--- config.mk ---
export PLATFORM = sky130hd
export DESIGN_NAME = pc_ctrl_unit
export DESIGN_NICKNAME = d
export VERILOG_FILES = /design/src/rtl/pc_pkg.sv /design/src/rtl/pc_ras.sv /design/src/rtl/pc_ctrl_unit.sv
export SDC_FILE = /design/constraint.sdc
export NUM_CORES = 1
export LEC_CHECK = 0
export ABC_AREA = 1
export CORE_ASPECT_RATIO = 0.7
export CORE_MARGIN = 5
export CORE_UTILIZATION = 36
export CTS_CLUSTER_DIAMETER = 150
export CTS_CLUSTER_SIZE = 30
export DETAILED_ROUTE_END_ITERATION = 16
export MAX_ROUTING_LAYER = met4
export PLACE_DENSITY = 0.78
export SYNTH_ARGS = -nofsm -noshare
export SYNTH_HDL_FRONTEND = slang
export SYNTH_SLANG_ARGS = --single-unit
--- constraint.sdc ---
create_clock -name clk -period 2.6 [get_ports clk]
set_clock_uncertainty 0.05 [all_clocks]
set_input_delay 0.39 -clock clk [delete_from_list [all_inputs] [get_ports clk]]
set_output_delay 0.39 -clock clk [all_outputs]
set_load 0.05 [all_outputs]
--- src/rtl/pc_pkg.sv ---
// Shared encodings for the fetch-stage program-counter controller.
package pc_pkg;

    typedef enum logic [1:0] {
        MODE_NONE = 2'b00,
        MODE_BR   = 2'b01,
        MODE_JAL  = 2'b10,
        MODE_JALR = 2'b11
    } ctrl_mode_e;

    typedef enum logic [1:0] {
        ST_BOOT = 2'b00,
        ST_RUN  = 2'b01,
        ST_TRAP = 2'b10
    } pc_state_e;

    localparam int unsigned INSN_BYTES = 4;

endpackage

--- src/rtl/pc_ras.sv ---
// Circular return-address stack; compiled only when PC_RAS_EN is defined.
// A push onto a full stack silently replaces the oldest entry; a pop on empty does nothing.
`ifdef PC_RAS_EN
module pc_ras #(
    parameter int unsigned PC_W  = 10,
    parameter int unsigned DEPTH = 4
) (
    input  logic            clk,
    input  logic            rst_n,
    input  logic            push,
    input  logic            pop,
    input  logic [PC_W-1:0] push_data,
    output logic [PC_W-1:0] top,
    output logic            empty
);

    localparam int unsigned PTR_W = (DEPTH > 1) ? $clog2(DEPTH) : 1;
    localparam int unsigned CNT_W = $clog2(DEPTH + 1);

    logic [PC_W-1:0]  mem_q [DEPTH];
    logic [PTR_W-1:0] ptr_q, ptr_d;
    logic [CNT_W-1:0] cnt_q, cnt_d;
    logic [PTR_W-1:0] ptr_inc, ptr_dec;

    // ptr_q is the next free slot; the top of stack sits one below it
    always_comb begin
        ptr_inc = (ptr_q == PTR_W'(DEPTH - 1)) ? '0 : ptr_q + PTR_W'(1);
        ptr_dec = (ptr_q == '0) ? PTR_W'(DEPTH - 1) : ptr_q - PTR_W'(1);
    end

    always_comb begin
        ptr_d = ptr_q;
        cnt_d = cnt_q;
        if (push) begin
            ptr_d = ptr_inc;
            if (cnt_q != CNT_W'(DEPTH)) begin
                cnt_d = cnt_q + CNT_W'(1);
            end
        end else if (pop && (cnt_q != '0)) begin
            ptr_d = ptr_dec;
            cnt_d = cnt_q - CNT_W'(1);
        end
    end

    always_ff @(posedge clk or negedge rst_n) begin
        if (!rst_n) begin
            ptr_q <= '0;
            cnt_q <= '0;
        end else begin
            ptr_q <= ptr_d;
            cnt_q <= cnt_d;
        end
    end

    always_ff @(posedge clk) begin
        if (push) begin
            mem_q[ptr_q] <= push_data;
        end
    end

    assign top   = mem_q[ptr_dec];
    assign empty = (cnt_q == '0);

endmodule
`endif

--- src/rtl/pc_ctrl_unit.sv ---
// RV32 fetch program-counter generator: PC+4 sequencing, branch/JAL/JALR redirect, stall,
// fetch handshake and misaligned-target trap. Optional return-address stack under PC_RAS_EN.
module pc_ctrl_unit
    import pc_pkg::*;
#(
    parameter int unsigned PC_W      = 10,
    parameter int unsigned XLEN      = 32,
    parameter int unsigned IMM_W     = 21,
    parameter int unsigned RESET_VEC = 0,
    parameter int unsigned TRAP_VEC  = 'h3F0,
    parameter int unsigned RAS_DEPTH = 4
) (
    input  logic             clk,
    input  logic             reset,
    input  logic             stall,
    input  logic             fetch_ready,
    input  logic             ctrl_valid,
    input  logic [1:0]       ctrl_mode,
    input  logic             branch_taken,
    input  logic [PC_W-1:0]  ctrl_pc,
    input  logic [IMM_W-1:0] immediate,
    input  logic [XLEN-1:0]  rs1_val,
    input  logic             trap_clear,
    output logic [PC_W-1:0]  pc_out,
    output logic             pc_valid,
    output logic [PC_W-1:0]  link_addr,
    output logic             misalign
`ifdef PC_RAS_EN
    ,
    output logic [PC_W-1:0]  ras_top,
    output logic             ras_empty
`endif
);

    localparam int unsigned EXT_W = (IMM_W > PC_W) ? IMM_W : PC_W;

    pc_state_e       state_q, state_d;
    logic [PC_W-1:0] pc_q, pc_d;
    logic            pc_valid_q, pc_valid_d;
    logic            misalign_q, misalign_d;

    logic [EXT_W-1:0] imm_ext;
    logic [PC_W-1:0]  base;
    logic [PC_W-1:0]  sum;
    logic [PC_W-1:0]  target;
    logic             redirect;
    logic             is_jalr;
    logic             unused_bits;

    // Sign-extend first, then keep the low PC_W bits: arithmetic is modulo 2^PC_W
    assign imm_ext     = EXT_W'(signed'(immediate));
    assign unused_bits = ^{rs1_val, imm_ext};

    assign is_jalr  = (ctrl_mode == MODE_JALR);
    assign redirect = ctrl_valid && ((ctrl_mode == MODE_JAL) || is_jalr ||
                                     ((ctrl_mode == MODE_BR) && branch_taken));
    assign base     = is_jalr ? rs1_val[PC_W-1:0] : ctrl_pc;
    assign sum      = base + imm_ext[PC_W-1:0];
    assign target   = is_jalr ? {sum[PC_W-1:1], 1'b0} : sum;

    assign link_addr = ctrl_pc + PC_W'(INSN_BYTES);

    always_comb begin
        state_d    = state_q;
        pc_d       = pc_q;
        pc_valid_d = pc_valid_q;
        misalign_d = misalign_q;
        case (state_q)
            ST_BOOT: begin
                state_d    = ST_RUN;
                pc_valid_d = 1'b1;
            end
            ST_RUN: begin
                if (redirect) begin
                    pc_d = target;
                    if (target[1:0] != 2'b00) begin
                        state_d    = ST_TRAP;
                        pc_valid_d = 1'b0;
                        misalign_d = 1'b1;
                    end
                end else if (pc_valid_q && fetch_ready && !stall) begin
                    pc_d = pc_q + PC_W'(INSN_BYTES);
                end
            end
            ST_TRAP: begin
                if (trap_clear) begin
                    state_d    = ST_RUN;
                    pc_d       = PC_W'(TRAP_VEC);
                    pc_valid_d = 1'b1;
                    misalign_d = 1'b0;
                end
            end
            default: begin
                state_d    = ST_BOOT;
                pc_d       = PC_W'(RESET_VEC);
                pc_valid_d = 1'b0;
                misalign_d = 1'b0;
            end
        endcase
    end

    always_ff @(posedge clk or negedge reset) begin
        if (!reset) begin
            state_q    <= ST_BOOT;
            pc_q       <= PC_W'(RESET_VEC);
            pc_valid_q <= 1'b0;
            misalign_q <= 1'b0;
        end else begin
            state_q    <= state_d;
            pc_q       <= pc_d;
            pc_valid_q <= pc_valid_d;
            misalign_q <= misalign_d;
        end
    end

    assign pc_out   = pc_q;
    assign pc_valid = pc_valid_q;
    assign misalign = misalign_q;

`ifdef PC_RAS_EN
    logic ras_push, ras_pop;

    // Only redirects taken while running touch the stack; the trap path does not undo them
    assign ras_push = (state_q == ST_RUN) && redirect && (ctrl_mode == MODE_JAL);
    assign ras_pop  = (state_q == ST_RUN) && redirect && is_jalr;

    pc_ras #(
        .PC_W  (PC_W),
        .DEPTH (RAS_DEPTH)
    ) u_ras (
        .clk       (clk),
        .rst_n     (reset),
        .push      (ras_push),
        .pop       (ras_pop),
        .push_data (link_addr),
        .top       (ras_top),
        .empty     (ras_empty)
    );
`else
    localparam int unsigned RAS_DEPTH_UNUSED = RAS_DEPTH;
`endif

endmodule
==> impl_metrics.toml, run 1 <==
[pwr]
p_total_w = 0.001770
vdd_drop_max_mv = 0.5577
power_per_cell_area_mw_per_mm2 = 691.7
p_leak_nw = 1.247

[floorplanning]
rows = 20
start_util = 0.3788
die_y_um = 67.12
core-area_mm2 = 0.004429
ioPinCount = 94
die-area_mm2 = 0.006148
die_width_um = 91.60

[timing]
finalCriticalPeriod_ps = 2463
max-slew-margin-rel = 0.5453
hold_slack_ps = 460.3
period_share = 0.9474
setup-violations-final = 0
rsz0062_at_grt = "no"
fmax_ghz = 0.4060
tightestPinTransition_ps = 679.9
fin_ws_ps = 136.8
maxSlewViolCount = 0
hold_viol = 0

[final_layout]
layout-drive-gt1-share = 0.1758
diodes = 0
area_growth_pct = 52.50
mostFrequentLayoutCells = "nand2_1 (77), clkdlybuf4s50_1 (53), inv_1 (30)"
final_core_util = 0.5777
nets = 419
final_common_cell = "nand2_1"

[worst_setup_path]
path_class = "in -> reg"
worst_ep_arrival_time_ps = 2560
r2r-start = "state_q[0]"
crit_fanout = 12
crit_path_start_kind = "input pin"
critPathLaunch = "ctrl_mode[1]"
crit_required_ps = 2690
end_kind = "flop"

[global_route]
grt_pass1_vias = 1778
grt_pass1_wl_mm = 7.886
antenna_found_initial = 0
grt_usage = 0.1599
grt-ovfl-total = 0
grt_max_degree = 15

[synthesis]
synth.avg_cell_area_um2 = 6.503
syn-instance-count = 258
synth.distinct_cells = 32
mappedNetlistArea_mm2 = 0.001678
seq_area_frac_synth = 0.2088
synth_edf_count = 0
ys_seq_elements = 14
async_flop_share = 1.000
yosys_warnings = 0
synth.net_count = 346
synth_flop_cell = "dfrtp_1"

[clock_network]
tritoncts = "yes"
postCtsSetupBuffers = 0
clock_latency_ps = 250
cts-hold-fix-buffers = 0
cts.sinks = 14
clockBufferDepth = 2
cts_buffers = 3
cts-htree-levels = 1
root_buffer = "clkbuf_8"
cts_resized = 0
cts.clk_slew.worst_paths_ps = 60

[route]
vias_per_cell = 4.927
postRouteAntennaNets = 0
first_pass_iters = 4
wire_per_inst_um = 12.71
drcViolationCount = 0
finalWirelength_mm = 4.895
vias = 1897
drt-initial-drc-count = 70

[hold_path]
hold_class = "reg -> reg"
hold_start = "pc_out[1]"

[placement]
place_ws_ps = -170.9
io_buffers = 60
place_congestion = 0.8706
hpwl_mm = 3.954

[outcome]
status = "finished, final reports clean"

[job]
drv_cap = 0
==> metal layers <==
layer,GRT usage,share of wire
met1,0.2145,0.47
met2,0.2666,0.47
met3,0.03047,0.064
met4,0.003759,0
met5,-,0
==> worst paths after layout <==
| path | to | slack (ps) | cells past startpoint |
|---|---|---|---|
| min reg2reg | pc_out[1] | 460 | 2 |
| max | pc_out[9] | 140 | 15 |
| min in group asynchronous | pc_valid | 500 | 1 |
| max reg2reg | pc_out[6] | 880 | 11 |
| min | pc_out[1] | 460 | 2 |
| max in group asynchronous | pc_out[2] | 1560 | 1 |
==> stage by stage <==
stage | instances | setup TNS (ps) | area [um2]
final | 385 | 0 | 2559
after global routing | 385 | 0 | 2559
after CTS | 385 | 0 | 2506
after detailed placement | 381 | -1114 | 2451
after global placement | 381 | -712.4 | 2451
after floorplan | 258 | 0 | 1678
==> flip-flops by register name (all words and copies together) (netlist names) <==
register  count
state_q       2
misalign      1
pc_out       10
pc_valid      1
==> report_power, final <==
part	switching, W	internal [W]	total [W]
combinational	0.000741	0.000442	0.00118
clock	0.0000851	0.000134	0.000219
sequential	0.0000767	0.000291	0.000367
==> critical path: stages <==
cell	delay, ps
clkdlybuf4s50_1	430
nand2_2	130
buf_12	140
mux2_2	330
ha_1	310
nand2_2	100
inv_1	60
a21oi_2	170
nand3_1	90
nand2_1	60
nand3_1	100
nand2_1	80
nand2_1	50
nand2_1	60
nand2_1	40
==> logic make-up (layout without fill, tap and decap cells) <==
| kind of cell | Yosys count | after routing | share of synthesized area |
|---|---|---|---|
| xor+xnor | 8 | 8 | 0.04176 |
| buf+inv | 41 | 113 | 0.1044 |
| flops | 14 | 14 | 0.2088 |
| mux | 5 | 5 | 0.03355 |
| compound gates | 37 | 37 | 0.1298 |
| simple gates | 137 | 137 | 0.3579 |
| fa+ha+maj | 16 | 16 | 0.1238 |
==> cell usage after synthesis (2+ instances only) <==
| cell type | number | area share |
|---|---|---|
| nand2_2 | 3 | 0.011 |
| ha_1 | 15 | 0.11 |
| xor2_1 | 6 | 0.031 |
| nand3_2 | 2 | 0.012 |
| nand4_1 | 2 | 0.0075 |
| nor2_1 | 20 | 0.045 |
| nand2_4 | 2 | 0.013 |
| mux2_2 | 5 | 0.034 |
| nor2_2 | 4 | 0.015 |
| o21ai_0 | 6 | 0.018 |
| o22ai_1 | 2 | 0.0075 |
| o31ai_1 | 3 | 0.013 |
| nand2_1 | 80 | 0.18 |
| dfrtp_1 | 14 | 0.21 |
| inv_1 | 30 | 0.067 |
| inv_2 | 5 | 0.011 |
| a21oi_1 | 16 | 0.048 |
| xnor2_1 | 2 | 0.010 |
| buf_4 | 3 | 0.013 |
| nand3_1 | 21 | 0.063 |
| o21ai_1 | 6 | 0.018 |
==> final cells by class <==
| class | count | area, um2 |
|---|---|---|
| clock buffer | 4 | 55.05 |
| fill | 428 | 1871 |
| inverter | 36 | 136.4 |
| multi-input combinational | 203 | 1205 |
| sequential | 14 | 350.3 |
| tap | 55 | 68.82 |
| timing repair buffer | 73 | 743.2 |
Power figures use the tool's default switching activity.
==> inputs of run 2 (changes only) <==
Settings changed: CTS_CLUSTER_DIAMETER 150 to default, GPL_TIMING_DRIVEN from default to 0, SYNTH_HIERARCHICAL from default to 1.
==> impl_metrics.toml, run 2 <==
[worst_setup_path]
end_kind = "output pin"
path_buf_inv = 2
critPathLaunch = "ctrl_pc[3]"
slowest_delay_ps = 830
crit_fanout = 3
worst_ep_arrival_time_ps = 2100
crit_required_ps = 2160
cp_cell_sequence = "clkdlybuf4s50_1, ha_1, xor2_1, clkdlybuf4s50_1"
crit_path_start_kind = "input pin"
r2r_cells = 11
path_depth = 4
crit_top_cell = "clkdlybuf4s50_1"
path_delay_family = "buffers and inverters"
cp_slowest_cell = "clkdlybuf4s50_1"
path_class = "in -> out"
r2r-start = "state_q[0]"

[timing]
tightestPinTransition_ps = 639.3
fin_ws_ps = 58.03
max-slew-margin-rel = 0.5725
finalCriticalPeriod_ps = 2542
hold_viol = 0
tns_ps = 0
period_share = 0.9777
fmax_ghz = 0.3934
setup-violations-final = 0
maxSlewViolCount = 0

[synthesis]
yosys-top-cells-count = "nand2_1 (80), inv_1 (30), nand3_1 (21)"
syn-instance-count = 258
yosysTopAreaCell = "dfrtp_1"
synth.net_count = 346
async_flop_share = 1.000
yosys_warnings = 6
synth.top_cell.area_share = 0.2088
synth_flop_cell = "dfrtp_1"
ys_seq_elements = 14
seq_area_frac_synth = 0.2088
yosysMostFrequentCell = "nand2_1"
synth.avg_cell_area_um2 = 6.503
synth.distinct_cells = 32
synth_area_leaders = "dfrtp_1 (21%), nand2_1 (18%), ha_1 (11%)"
mappedNetlistArea_mm2 = 0.001678
synth_edf_count = 0

[placement]
io_buffers = 60
hpwl_mm = 3.721
place_congestion = 0.8439
place_ws_ps = -471.3

[pwr]
p_sw_frac = 0.5145
p_comb_frac = 0.655
clockPowerShare = 0.129
p_total_w = 0.001703
p_leak_nw = 1.187
p_switching_w = 0.0008765
vdd_drop_max_mv = 0.4670
sequentialPowerShare = 0.216
power_per_cell_area_mw_per_mm2 = 705.0
power.internal_w = 0.0008270

[floorplanning]
start_util = 0.3788
die-area_mm2 = 0.006148
die_width_um = 91.60
die_y_um = 67.12
ioPinCount = 94
rows = 20
core-area_mm2 = 0.004429

[clock_network]
cts.sinks = 14
cts.clk_slew.worst_paths_ps = 60
tritoncts = "yes"
root_buffer = "clkbuf_8"
clockBufferDepth = 2
cts_buffers = 3
cts-hold-fix-buffers = 0
cts-htree-levels = 1
clock_latency_ps = 250

[route]
postRouteAntennaNets = 0
finalWirelength_mm = 4.519
wire_per_inst_um = 11.96
vias_per_cell = 4.889
first_pass_iters = 4
drcViolationCount = 0
drt-initial-drc-count = 99
vias = 1848

[final_layout]
layout-drive-gt1-share = 0.1238
nets = 412
mostFrequentLayoutCells = "nand2_1 (79), clkdlybuf4s50_1 (54), inv_1 (30)"
area_growth_pct = 44.00
multi_input_area_mm2 = 0.001165
largest_reg_flops = 10
regArea_um2 = 350.3
num-fill-cells = 433
final_common_cell = "nand2_1"
diodes = 0

[hold_path]
hold-path-cell-count = 2
hold_start = "pc_out[0]"
hold_class = "reg -> reg"

[global_route]
grt_pass1_vias = 1767
grt_pass1_wl_mm = 7.797
antenna_found_initial = 0
grt-ovfl-total = 0
grt_max_degree = 15
grt_usage = 0.1593

[job]
drv_cap = 0

[outcome]
status = "finished, final reports clean"
==> run 2: tightest hold or removal path, stage by stage, from the launching register on <==
cell	delay (ps)
dfrtp_1	350
nand2_1	60
o31ai_1	60
==> run 2: layout make-up <==
cell class,instances,share of cell area
multi-input cells,203,0.4821
clock buffers,4,0.02279
flip-flops and latches,14,0.1450
plain buffers,5,0.01709
repair buffers,61,0.2481
inverters,36,0.05645
well taps,55,0.02848
==> run 2: path summary, 6_finish.rpt <==
kind / to / slack, ps
setup reg to reg: pc_out[5] / 900
setup / recovery: link_addr[4] / 60
min in group asynchronous: pc_out[1] / 480
max in group asynchronous: pc_out[4] / 1610
hold reg to reg: pc_out[0] / 450
hold / removal: pc_out[0] / 450
==> run 2: kinds of logic (layout without fill, tap and decap cells) <==
logic type,count (synthesis),after routing,synth area share
xor gates and xnor gates,8,8,0.04176
and+or+nand+nor,137,137,0.3579
adders and majority gates,16,16,0.1238
buffers and inverters,41,106,0.1044
DFF,14,14,0.2088
AOI/OAI and AO/OA,37,37,0.1298
muxes,5,5,0.03355
==> run 2: timing repair <==
action | in CTS | in global routing
resized for setup | 11 | 4
setup endpoints to repair | 12 | 3
setup buffers | 1 | 0
pin swaps | 2 | 0
cloned | 0 | 0
==> run 2: power by group through the flow <==
stage	clock network [W]	logic [W]	registers, W
floorplan	0	0.000607	0.000541
global placement	0	0.00110	0.000368
detailed placement	0	0.00111	0.000370
CTS	0.000225	0.00112	0.000367
global route	0.000233	0.00124	0.000379
finish	0.000220	0.00112	0.000367
==> run 2: metal layers <==
metal | part of all wire | routed length, um | vias to the layer above | global-route usage
met2 | 0.44 | 1991 | 53 | 0.2566
met4 | 0.0029 | 13 | 0 | 0.02256
met5 | 0 | 0 | - | -
met3 | 0.062 | 278 | 2 | 0.02935
met1 | 0.49 | 2235 | 830 | 0.2141
li1 | - | - | 963 | -
==> run 2: metrics by stage <==
stage / util / instance area (um2) / hold WS (ps) / instances
2_1_floorplan: - / 1678 / 44.41 / 258
3_3_place_gp: 0.5299 / 2347 / 441.2 / 373
3_5_place_dp: 0.5299 / 2347 / 432.0 / 373
4_1_cts: 0.5446 / 2412 / 455.6 / 378
5_1_grt: 0.5455 / 2416 / 479.4 / 378
6_report: 0.5455 / 2416 / 454.3 / 378
==> inputs of run 3 (changes only) <==
Settings changed: SLEW_MARGIN from default to 20.
==> results of run 3 <==
No change in the layout: final DEF, timing and power equal those of run 2.
